### src/rtl/rr_arb_2to1_if.sv
// Handshake bundle for the 2:1 round-robin arbiter: two producer channels,
// one registered output slot and the per-channel grant counters.
interface rr_arb_2to1_if #(
  parameter int WIDTH = 8,
  parameter int CNT_W = 8
);
  logic             in0_valid;
  logic [WIDTH-1:0] in0_data;
  logic             in0_ready;
  logic             in1_valid;
  logic [WIDTH-1:0] in1_data;
  logic             in1_ready;
  logic             out_valid;
  logic [WIDTH-1:0] out_data;
  logic             out_src;
  logic             out_ready;
  logic [CNT_W-1:0] gnt_cnt0;
  logic [CNT_W-1:0] gnt_cnt1;

  // Producers and consumer side.
  modport master (
    output in0_valid, in0_data, in1_valid, in1_data, out_ready,
    input  in0_ready, in1_ready, out_valid, out_data, out_src,
           gnt_cnt0, gnt_cnt1
  );

  // Arbiter side.
  modport slave (
    input  in0_valid, in0_data, in1_valid, in1_data, out_ready,
    output in0_ready, in1_ready, out_valid, out_data, out_src,
           gnt_cnt0, gnt_cnt1
  );
endinterface

### src/rtl/rr_arb_2to1.sv
// Two-channel round-robin arbiter feeding a registered output slot; out_src
// doubles as the select for the downstream 2:1 data mux.
module rr_arb_2to1 #(
  parameter int WIDTH = 8,
  parameter int CNT_W = 8
) (
  input  logic         clk,
  input  logic         rst,
  rr_arb_2to1_if.slave bus
);
  localparam logic [CNT_W-1:0] CNT_MAX = '1;

  logic             out_valid_q;
  logic [WIDTH-1:0] out_data_q;
  logic             out_src_q;
  logic             prio;
  logic [CNT_W-1:0] cnt0;
  logic [CNT_W-1:0] cnt1;
  logic             load;
  logic             gnt0;
  logic             gnt1;

  // Slot may refill in the same cycle it drains.
  assign load = !out_valid_q || bus.out_ready;

  // Ready is masked during reset so nothing is taken before release.
  assign gnt0 = !rst && load && bus.in0_valid && (!bus.in1_valid || !prio);
  assign gnt1 = !rst && load && bus.in1_valid && (!bus.in0_valid ||  prio);

  assign bus.in0_ready = gnt0;
  assign bus.in1_ready = gnt1;
  assign bus.out_valid = out_valid_q;
  assign bus.out_data  = out_data_q;
  assign bus.out_src   = out_src_q;
  assign bus.gnt_cnt0  = cnt0;
  assign bus.gnt_cnt1  = cnt1;

  always_ff @(posedge clk or posedge rst) begin
    if (rst) begin
      out_valid_q <= 1'b0;
      out_data_q  <= {WIDTH{1'b0}};
      out_src_q   <= 1'b0;
      prio        <= 1'b0;
    end else if (gnt0 || gnt1) begin
      out_valid_q <= 1'b1;
      out_data_q  <= gnt1 ? bus.in1_data : bus.in0_data;
      out_src_q   <= gnt1;
      prio        <= !gnt1;
    end else if (load) begin
      out_valid_q <= 1'b0;
    end
  end

  // Grant counters stick at all-ones.
  always_ff @(posedge clk or posedge rst) begin
    if (rst) begin
      cnt0 <= '0;
      cnt1 <= '0;
    end else begin
      if (gnt0 && cnt0 != CNT_MAX) cnt0 <= cnt0 + 1'b1;
      if (gnt1 && cnt1 != CNT_MAX) cnt1 <= cnt1 + 1'b1;
    end
  end
endmodule
### src/flat_wrapper.sv
// flat-port wrapper written by rule: the top's interface ports become plain ports
module rr_arb_2to1_flat 
#(
  parameter int WIDTH = 8,
  parameter int CNT_W = 8
)
  (clk, rst, bus_in0_valid, bus_in0_data, bus_in1_valid, bus_in1_data, bus_out_ready, bus_in0_ready, bus_in1_ready, bus_out_valid, bus_out_data, bus_out_src, bus_gnt_cnt0, bus_gnt_cnt1);
  rr_arb_2to1_if #(.WIDTH(WIDTH), .CNT_W(CNT_W)) bus_i ();
  input  logic clk;
  input  logic rst;
  input wire logic [$bits(bus_i.in0_valid)-1:0] bus_in0_valid;
  input wire logic [$bits(bus_i.in0_data)-1:0] bus_in0_data;
  input wire logic [$bits(bus_i.in1_valid)-1:0] bus_in1_valid;
  input wire logic [$bits(bus_i.in1_data)-1:0] bus_in1_data;
  input wire logic [$bits(bus_i.out_ready)-1:0] bus_out_ready;
  output wire logic [$bits(bus_i.in0_ready)-1:0] bus_in0_ready;
  output wire logic [$bits(bus_i.in1_ready)-1:0] bus_in1_ready;
  output wire logic [$bits(bus_i.out_valid)-1:0] bus_out_valid;
  output wire logic [$bits(bus_i.out_data)-1:0] bus_out_data;
  output wire logic [$bits(bus_i.out_src)-1:0] bus_out_src;
  output wire logic [$bits(bus_i.gnt_cnt0)-1:0] bus_gnt_cnt0;
  output wire logic [$bits(bus_i.gnt_cnt1)-1:0] bus_gnt_cnt1;
  assign bus_i.in0_valid = bus_in0_valid;
  assign bus_i.in0_data = bus_in0_data;
  assign bus_i.in1_valid = bus_in1_valid;
  assign bus_i.in1_data = bus_in1_data;
  assign bus_i.out_ready = bus_out_ready;
  assign bus_in0_ready = bus_i.in0_ready;
  assign bus_in1_ready = bus_i.in1_ready;
  assign bus_out_valid = bus_i.out_valid;
  assign bus_out_data = bus_i.out_data;
  assign bus_out_src = bus_i.out_src;
  assign bus_gnt_cnt0 = bus_i.gnt_cnt0;
  assign bus_gnt_cnt1 = bus_i.gnt_cnt1;
  rr_arb_2to1 #(.WIDTH(WIDTH), .CNT_W(CNT_W)) u_core (.clk(clk), .rst(rst), .bus(bus_i));
endmodule
### config.mk
export PLATFORM = sky130hd
export DESIGN_NAME = rr_arb_2to1_flat
export DESIGN_NICKNAME = d
export VERILOG_FILES = /design/src/rtl/rr_arb_2to1_if.sv /design/src/rtl/rr_arb_2to1.sv /design/src/flat_wrapper.sv
export SDC_FILE = /design/constraint.sdc
export NUM_CORES = 1
export LEC_CHECK = 0
export CAP_MARGIN = 10
export CORE_AREA = 2 2 51 65
export CTS_CLUSTER_DIAMETER = 60
export DETAILED_ROUTE_END_ITERATION = 7
export DIE_AREA = 0 0 53 67
export MAX_ROUTING_LAYER = met4
export PLACE_DENSITY_LB_ADDON = 0.1
export SLEW_MARGIN = 20
export SYNTH_ARGS = -nofsm -noshare
export SYNTH_HDL_FRONTEND = slang
export SYNTH_SLANG_ARGS = --single-unit
### constraint.sdc
create_clock -name clk -period 3.7 [get_ports clk]
set_input_delay 0.37 -clock clk [delete_from_list [all_inputs] [get_ports clk]]
set_output_delay 0.37 -clock clk [all_outputs]
set_load 0.01 [all_outputs]
# Word-level counts from Yosys, hierarchy flattened
# Cells that the tools add are included.
[word_totals]
ff_bits = 27
out_inout_bits = 28
elab_cells = 31
[op_classes]
add_sub_neg = 2
n_eq_ne = 2
muxes = 3
n_reduce_logical = 18
[op_table]
columns = ["operator", "n"]
rows = [
  ["$add A8 B1 Y8 const B", 2],
  ["$ne A8 B8 Y1 const B", 2],
  ["$mux W8", 1],
  ["$logic_and A1 B1 Y1", 7],
  ["$logic_not A1 Y1", 6],
  ["$logic_or A1 B1 Y1", 4],
  ["$mux W1", 2],
  ["$reduce_bool A2 Y1", 1],
]

# Longest topological paths before layout
# Gate-level depths: netlist (run 1).
[logic_depth]
ltp_word = 7
depth_mapped = 6

# Worst setup path after synthesis (run 1)
# Ideal clock, no wire load.
[synth_path]
path_type = "in2reg"
from = "input port rst"
to = "register u_core.cnt0[7] (netlist: u_core.bus.gnt_cnt0[7])"
t_arrival_ps = 1540
t_required_ps = 3575
slack_ps = 2035
path_stages = 4
n_path_buf = 0
path_cell_list = "inv_2 -> nand4_4 -> nor3_1 -> mux2_2"
[synth_via]
elab_chain_len = 5
[synth_rtl]
columns = ["element", "line_no", "source"]
rows = [
  ["start, declared", "flat_wrapper.sv:10", "input logic rst;"],
  ["$logic_not A1 Y1", "rr_arb_2to1.sv:27", "assign gnt0 = !rst && load && bus.in0_valid && (!bus.in1_valid || !prio);"],
  ["$logic_and A1 B1 Y1 (3 in series)", "rr_arb_2to1.sv:27", ""],
  ["$logic_and A1 B1 Y1", "rr_arb_2to1.sv:60", "if (gnt0 && cnt0 != CNT_MAX) cnt0 <= cnt0 + 1'b1;"],
  ["end signal, assigned", "rr_arb_2to1.sv:60", ""],
  ["end, declared", "rr_arb_2to1.sv:17", "logic [CNT_W-1:0] cnt0;"],
]
# No other way between the ends.
# A chain may end at the register's enable or synchronous reset.

# Final worst setup path (run 1)
[layout_path]
from = "input port rst"
to = "output port bus_in0_ready"
[layout_via]
elab_chain_len = 4
[layout_rtl]
columns = ["element", "line_no", "source"]
rows = [
  ["$logic_not A1 Y1", "rr_arb_2to1.sv:27", ""],
  ["$logic_and A1 B1 Y1 (3 in series)", "rr_arb_2to1.sv:27", ""],
  ["end, declared", "flat_wrapper.sv:16", "output wire logic [$bits(bus_i.in0_ready)-1:0] bus_in0_ready;"],
]
# No other way between the ends.

==> flow_metrics.env, run 1 <==
export IMPL_setup_viol=0
export IMPL_syn_to_final_growth_pct=40.0
export IMPL_synth_area_leaders="dfrtp_1 51%, nand2_1 7.6%, a31oi_1 4.7%, xor2_1 3.9%, nor2_1 3.7%"
export IMPL_netlist_area_leader_share_pct=50.6
export IMPL_gr_total_overflow=0
export IMPL_initial_core_util_pct=46.2
export IMPL_worst_pin_slew_ns=0.350
export IMPL_rows=22
export IMPL_arrival_ns=2.18
export IMPL_ctsHoldBuffers=0
export IMPL_routedWlPerCell_microns=12.8
export IMPL_r2r_setup_slack_ns=2.09
export IMPL_cts_max_level=1
export IMPL_ioPinCount=49
export IMPL_vias=1112
export IMPL_grt_max_degree=26
export IMPL_setup_tns_ns=0
export IMPL_outcome="complete, no violations"
export IMPL_grt_pass1_vias=1065
export IMPL_die_y_microns=67
export IMPL_end_kind="primary output"
export IMPL_max_slew_margin_pct=76.6
export IMPL_synth_nets=155
export IMPL_cap_violations=0
export IMPL_async_flop_share_pct=100
export IMPL_critical_path_peak_fanout=17
export IMPL_ys_seq_elements=27
export IMPL_reg2reg_depth=5
export IMPL_drv_slew=0
export IMPL_layout_nets=205
export IMPL_cts_root_buf="clkbuf_4"
export IMPL_post_cts_buffers=0
export IMPL_syn_avg_cell_area_sq_um=10.1
export IMPL_start_kind="primary input"
export IMPL_drt_total_wl_microns=2780
export IMPL_tritoncts="built"
export IMPL_hold_class="in -> async"
export IMPL_antenna_found_initial=0
export IMPL_port_buffer_count=48
export IMPL_cts_made_buffers=3
export IMPL_top_layer="met4"
export IMPL_fin_crit_sh_pct=68.8
export IMPL_clock_latency_ns=0.31
export IMPL_die_width_microns=53
export IMPL_hold_violations=0
export IMPL_yosysTopAreaCell="dfrtp_1"
export IMPL_yosysWarnings=0
export IMPL_drt_first_pass_iters=4
export IMPL_dp_final_hpwl_microns=2180
export IMPL_ir_drop_mv=0.430
export IMPL_cp_required_ns=3.33
export IMPL_synthCells=132
export IMPL_wl_met1_microns=1210
export IMPL_gp_congestion=0.777
export IMPL_route_met3_wl_microns=143
export IMPL_drt_iter0_drc=10
export IMPL_layout_drive_gt1_share_pct=11.0
export IMPL_fmax_mhz=393
export IMPL_grt_usage_pct=17.7
export IMPL_synth_edf_count=0
export IMPL_grt_pass1_wl_microns=4570
export IMPL_grt_setup_unrepaired="false"
export IMPL_finalClockSkew_ns=0.00233
export IMPL_antenna_diode_count=0
export IMPL_synth_seq_area_share_pct=50.6
export IMPL_post_cts_resized=0
export IMPL_synth_cell_types=30
export IMPL_core_sq_mm=0.00289
export IMPL_drc=0
export IMPL_ys_flop_type="dfrtp_1"
export IMPL_clk_pin_slew_ns=0.14
export IMPL_vias_per_cell=5.12
export IMPL_r2r_start="u_core.bus.out_valid"
export IMPL_fin_crit_ns=2.55
export IMPL_die_area_sq_mm=0.00355
export IMPL_cts_buffer_depth=2
export IMPL_path_class="in -> out"
export IMPL_antenna_left=0
export IMPL_ys_top_cells_by_count="27 x dfrtp_1, 27 x nand2_1, 13 x nor2_1"
export IMPL_synth_area_sq_mm=0.00134
export IMPL_dr_wl_met2_microns=1400
export IMPL_power_density_mw_per_mm2=582
export IMPL_hold_ws_ns=0.316
export IMPL_timing_rr_end="u_core.bus.gnt_cnt0[3]"
export IMPL_cellLeakagePower_uw=0.000798
export IMPL_cts_sinks=27
[power by group]
part           switching (uW)  internal, uW  leakage, uW
logic                     189           275     0.000459
registers                 107           392     0.000324
clock network            82.4          42.0    0.0000150
total                     379           709     0.000798
[stage by stage]
| stage | total power (uW) | util, % | setup slack [ns] | cell area (sq um) | cells |
|---|---|---|---|---|---|
| floorplan | 711 | - | 2.04 | 1340 | 132 |
| global placement | 965 | 63.8 | 1.14 | 1840 | 213 |
| detailed placement | 978 | 63.8 | 1.12 | 1840 | 213 |
| CTS | 1100 | 64.7 | 1.10 | 1870 | 217 |
| global route | 1170 | 64.7 | 0.987 | 1870 | 217 |
| finish | 1090 | 64.7 | 1.15 | 1870 | 217 |
[area by class of cell]
type / instances / area (sq um)
Multi-Input combinational cell: 95 / 611
Inverter: 6 / 23.8
Fill cell: 269 / 1020
Tap cell: 36 / 45.0
Sequential cell: 27 / 676
Timing Repair Buffer: 49 / 488
Clock buffer: 4 / 26.3
[cells by family after synthesis]
family                   Yosys count  share of synthesized area [%]
flip-flops                        27                           50.6
AND/OR/NAND/NOR                   65                           26.6
multiplexers                       6                           5.62
XOR/XNOR                           8                           5.25
AO/OA/AOI/OAI                     14                           6.37
buffers and inverters             10                           3.65
adder cells (fa/ha/maj)            2                           1.87
[sequential cells by signal (all words and copies together), names as in the netlist]
signal and flops:
u_core.bus.out_src 1, u_core.prio 1, u_core.bus.out_data 8, u_core.bus.out_valid 1, u_core.bus.gnt_cnt1 8, u_core.bus.gnt_cnt0 8
[worst max-delay path, cell delays in order]
cell,delay (ns)
clkdlybuf4s50_1,0.41
inv_2,0.26
nand4_4,0.30
inv_2,0.26
clkdlybuf4s50_1,0.57
[per-layer routing]
layer | global-route usage, % | vias to the layer above
li1 | - | 554
met1 | 22.6 | 525
met2 | 29.4 | 31
met3 | 2.47 | 2
met4 | 4.81 | 0
met5 | - | -
[how the worst max path moves through the flow]
stage	cells after the start	slack [ns]	startpoint	end
floorplan	4	2.04	rst	u_core.bus.gnt_cnt0[7]
global route	5	0.99	rst	bus_in0_ready
finish	5	1.15	rst	bus_in0_ready
CTS	5	1.10	rst	bus_in0_ready
global placement	5	1.14	rst	bus_in0_ready
detailed placement	5	1.12	rst	bus_in0_ready
[layout by cell type, fill, tap and decap left out]
cell             count
clkdlybuf4s50_1     48
nand2_1             27
dfrtp_1             27
nor2_1              13
a31oi_1             10
xor2_1               6
nand4_1              5
nand3_1              4
nor3_1               4
inv_1                3
mux2_2               3
clkbuf_4             3
inv_2                2
nand4_4              2
a21oi_1              2
xnor2_1              2
nor4_2               2
mux2_4               2
nor3b_1              2
ha_1                 2
nand2b_4             1
nand2b_2             1
clkinv_2             1
nor2b_1              1
nand3_2              1
and3_1               1
a21boi_0             1
o21ai_0              1
mux2_1               1
nor2_2               1
clkbuf_1             1
buf_4                1
No activity file was read; power rests on OpenSTA's default activity.
==> inputs of run 2 (changes only) <==
CORE_AREA = 2 2 56 71   (was 2 2 51 65)
DIE_AREA = 0 0 58 73   (was 0 0 53 67)
clock period = 2.2 ns   (was 3.7 ns; I/O delays follow)
==> flow_metrics.env, run 2 (same netlist as run 1, synthesis figures left out) <==
export IMPL_cts_max_level=1
export IMPL_die_width_microns=58
export IMPL_critPathSlowestCell="clkdlybuf4s50_1"
export IMPL_post_cts_buffers=0
export IMPL_layout_drive_gt1_share_pct=13.0
export IMPL_cts_root_buf="clkbuf_8"
export IMPL_tritoncts="built"
export IMPL_routedWlPerCell_microns=13.4
export IMPL_reg2reg_depth=5
export IMPL_gp_congestion=0.803
export IMPL_ioPinCount=49
export IMPL_design_area_sq_mm=0.00192
export IMPL_fin_crit_ns=1.89
export IMPL_vias_per_cell=5.03
export IMPL_ctsHoldBuffers=0
export IMPL_cap_violations=0
export IMPL_placed_cell_area_sq_mm=0.00188
export IMPL_rows=25
export IMPL_dp_cells=221
export IMPL_clk_pin_slew_ns=0.09
export IMPL_grt_usage_pct=15.7
export IMPL_max_slew_margin_pct=82.2
export IMPL_vias=1132
export IMPL_hold_class="in -> async"
export IMPL_antenna_left=0
export IMPL_die_area_sq_mm=0.00423
export IMPL_setup_viol=0
export IMPL_cpMostUsedCell="clkdlybuf4s50_1"
export IMPL_worstPathCellList="clkdlybuf4s50_1 -> nand2b_4 -> nand4_4 -> inv_2 -> clkdlybuf4s50_1"
export IMPL_final_cell_mix="48 x clkdlybuf4s50_1, 27 x nand2_1, 27 x dfrtp_1"
export IMPL_arrival_ns=1.67
export IMPL_drv_slew=0
export IMPL_finalClockSkew_ns=0.00289
export IMPL_hold_violations=0
export IMPL_drt_iter0_drc=28
export IMPL_cp_required_ns=1.98
export IMPL_power_density_mw_per_mm2=992
export IMPL_end_kind="primary output"
export IMPL_setup_tns_ns=0
export IMPL_cts_made_buffers=3
export IMPL_antenna_found_initial=0
export IMPL_start_kind="primary input"
export IMPL_antenna_diode_count=0
export IMPL_initial_core_util_pct=36.8
export IMPL_outcome="complete, no violations"
export IMPL_grt_max_degree=21
export IMPL_dp_final_hpwl_microns=2310
export IMPL_fmax_mhz=529
export IMPL_cellLeakagePower_uw=0.000825
export IMPL_max_stage_delay_ns=0.55
export IMPL_path_class="in -> out"
export IMPL_grt_pass1_vias=1091
export IMPL_drc=0
export IMPL_cts_sinks=27
export IMPL_port_buffer_count=48
export IMPL_layout_nets=209
export IMPL_post_cts_resized=0
export IMPL_grt_pass1_wl_microns=4970
export IMPL_worst_pin_slew_ns=0.268
export IMPL_grt_setup_unrepaired="false"
export IMPL_syn_to_final_growth_pct=44.0
export IMPL_final_common_cell="clkdlybuf4s50_1"
export IMPL_drt_total_wl_microns=3010
export IMPL_fin_crit_sh_pct=86.0
export IMPL_drt_first_pass_iters=5
export IMPL_cts_buffer_depth=2
export IMPL_clock_latency_ns=0.27
export IMPL_ir_drop_mv=0.601
export IMPL_final_util_pct=53.0
export IMPL_critical_path_peak_fanout=8
export IMPL_r2r_setup_slack_ns=0.61
export IMPL_gr_total_overflow=0
export IMPL_layoutNonFillerInstCount=225
export IMPL_r2r_start="u_core.bus.gnt_cnt0[0]"
export IMPL_core_sq_mm=0.00363
export IMPL_die_y_microns=73
export IMPL_timing_rr_end="u_core.bus.gnt_cnt0[1]"
==> run 2: per-layer routing <==
metal  wire, microns  GRT usage, %
met1            1350          19.2
met2            1460          25.9
met3             163          3.72
met4              30          4.65
met5               0             -
==> run 2: critical path, delay by kind of cell <==
family,cells,cell delay [ns]
buffers and inverters,3,1.13
and+or+nand+nor,2,0.33
==> run 2: metrics by stage <==
step                setup WS [ns]  hold WS (ns)  power [uW]
global route                0.229         0.337        2050
floorplan                   0.685         0.150        1200
CTS                         0.293         0.334        1940
detailed placement          0.300         0.471        1650
finish                      0.308         0.331        1910
global placement            0.295         0.463        1630
==> run 2: final cells by class <==
cell class | count | area (sq um)
fillers | 349 | 1710
well taps | 40 | 50.0
flip-flops and latches | 27 | 676
multi-input cells | 95 | 611
repair buffers | 53 | 518
inverters | 6 | 23.8
clock buffers | 4 | 45.0
==> run 2: worst max-delay path by stage <==
stage | depth (start not counted) | to | from | slack (ns)
after CTS | 5 | bus_in0_ready | bus_out_ready | 0.29
after detailed placement | 5 | bus_in0_ready | bus_out_ready | 0.30
final | 5 | bus_in0_ready | bus_out_ready | 0.31
after global placement | 5 | bus_in0_ready | bus_in1_valid | 0.30
after floorplan | 4 | u_core.bus.gnt_cnt0[7] | rst | 0.69
after global routing | 5 | bus_in0_ready | bus_out_ready | 0.23
==> run 2: where the power goes <==
part / internal, uW / switching [uW]
logic: 470 / 320
registers: 660 / 176
clock network: 130 / 152
==> inputs of run 3 (changes only) <==
PLACE_DENSITY = 0.75   (was default)
PLACE_DENSITY_LB_ADDON = default   (was 0.1)
SETUP_SLACK_MARGIN = 0.1   (was default)
==> flow_metrics.env, run 3 (same netlist as run 1, synthesis figures left out) <==
export IMPL_grt_pass1_wl_microns=4870
export IMPL_max_slew_margin_pct=81.8
export IMPL_cts_made_buffers=3
export IMPL_die_width_microns=58
export IMPL_reg2reg_depth=5
export IMPL_core_sq_mm=0.00363
export IMPL_worst_pin_slew_ns=0.271
export IMPL_ctsHoldBuffers=0
export IMPL_fin_crit_ns=1.86
export IMPL_layout_drive_gt1_share_pct=13.0
export IMPL_initial_core_util_pct=36.8
export IMPL_route_met3_wl_microns=108
export IMPL_tritoncts="built"
export IMPL_setup_viol=0
export IMPL_setup_tns_ns=0
export IMPL_multi_input_area_sq_um=611
export IMPL_die_y_microns=73
export IMPL_critPathSlowestCell="clkdlybuf4s50_1"
export IMPL_fillers=325
export IMPL_dp_final_hpwl_microns=2370
export IMPL_cap_violations=0
export IMPL_layout_nets=209
export IMPL_power_uw=1910
export IMPL_grt_max_degree=20
export IMPL_drt_iter0_drc=38
export IMPL_start_kind="primary input"
export IMPL_dr_wl_met2_microns=1580
export IMPL_ioPinCount=49
export IMPL_hold_class="in -> async"
export IMPL_end_kind="primary output"
export IMPL_dp_slack_ns=0.266
export IMPL_post_cts_buffers=0
export IMPL_cp_required_ns=1.98
export IMPL_drt_total_wl_microns=2970
export IMPL_clk_pin_slew_ns=0.09
export IMPL_antenna_diode_count=0
export IMPL_hold_violations=0
export IMPL_cellLeakagePower_uw=0.000825
export IMPL_arrival_ns=1.64
export IMPL_die_area_sq_mm=0.00423
export IMPL_wl_met1_microns=1260
export IMPL_outcome="complete, no violations"
export IMPL_finalClockSkew_ns=0.00447
export IMPL_final_cell_mix="48 x clkdlybuf4s50_1, 27 x nand2_1, 27 x dfrtp_1"
export IMPL_final_common_cell="clkdlybuf4s50_1"
export IMPL_gp_congestion=0.850
export IMPL_vias_per_cell=5.11
export IMPL_rows=25
export IMPL_grt_pass1_vias=1084
export IMPL_port_buffer_count=48
export IMPL_cpMostUsedCell="clkdlybuf4s50_1"
export IMPL_antenna_left=0
export IMPL_drc=0
export IMPL_top_layer="met4"
export IMPL_syn_to_final_growth_pct=44.0
export IMPL_drv_slew=0
export IMPL_clock_latency_ns=0.27
export IMPL_cts_sinks=27
export IMPL_fmax_mhz=537
export IMPL_drt_first_pass_iters=4
export IMPL_post_cts_resized=0
export IMPL_routedWlPerCell_microns=13.2
export IMPL_cts_max_level=1
export IMPL_seqCellArea_sq_um=676
export IMPL_cts_buffer_depth=2
export IMPL_final_setup_worst_slack_ns=0.338
export IMPL_vias=1150
export IMPL_cts_root_buf="clkbuf_8"
export IMPL_grt_setup_unrepaired="false"
export IMPL_antenna_found_initial=0
export IMPL_ir_drop_mv=0.696
export IMPL_fin_crit_sh_pct=84.6
export IMPL_path_class="in -> out"
export IMPL_grt_usage_pct=15.1
export IMPL_max_stage_delay_ns=0.53
export IMPL_worstPathCellList="clkdlybuf4s50_1 -> nand2b_4 -> nand4_4 -> clkinv_2 -> clkdlybuf4s50_1"
export IMPL_critical_path_peak_fanout=7
export IMPL_power_density_mw_per_mm2=993
export IMPL_gr_total_overflow=0
[run 3: cell counts in the layout (fill, tap and decap cells not counted)]
No cell type changed its count.
[run 3: area by class of cell]
type / instances / share of cell area (%)
clock buffers: 4 / 2.34
inverters: 6 / 1.24
multi-input cells: 95 / 31.8
flip-flops and latches: 27 / 35.1
well taps: 40 / 2.60
repair buffers: 53 / 26.9
[run 3: worst paths after layout]
path                                 startpoint                      to  slack [ns]
min in group clk             u_core.bus.out_src      u_core.bus.out_src        0.49
hold / removal                              rst  u_core.bus.gnt_cnt1[6]        0.15
setup / recovery                  bus_out_ready           bus_in1_ready        0.34
max in group asynchronous                   rst  u_core.bus.gnt_cnt0[4]        1.66
hold reg to reg              u_core.bus.out_src      u_core.bus.out_src        0.49
setup reg to reg           u_core.bus.out_valid  u_core.bus.gnt_cnt0[7]        0.61
[run 3: per-stage QoR]
step / hold WS, ns / cell area [sq um] / utilization [%] / cells
after CTS: 0.144 / 1920 / 53.0 / 225
after global placement: 0.437 / 1880 / 51.8 / 221
after floorplan: 0.150 / 1340 / - / 132
after global routing: 0.138 / 1920 / 53.0 / 225
final: 0.145 / 1920 / 53.0 / 225
after detailed placement: 0.438 / 1880 / 51.8 / 221
[run 3: per-layer routing]
layer,vias up,track usage [%]
li1,561,-
met1,562,18.1
met2,25,26.3
met3,2,3.01
met4,0,3.10
met5,-,-
[run 3: worst max-delay path: cells and delay by family]
kind	cells	cell delay (ns)
buffers and inverters	3	1.11
and+or+nand+nor	2	0.31
[run 3: report_power, final]
part           switching [uW]  internal (uW)
logic                     329            469
clock network             143            129
registers                 179            661
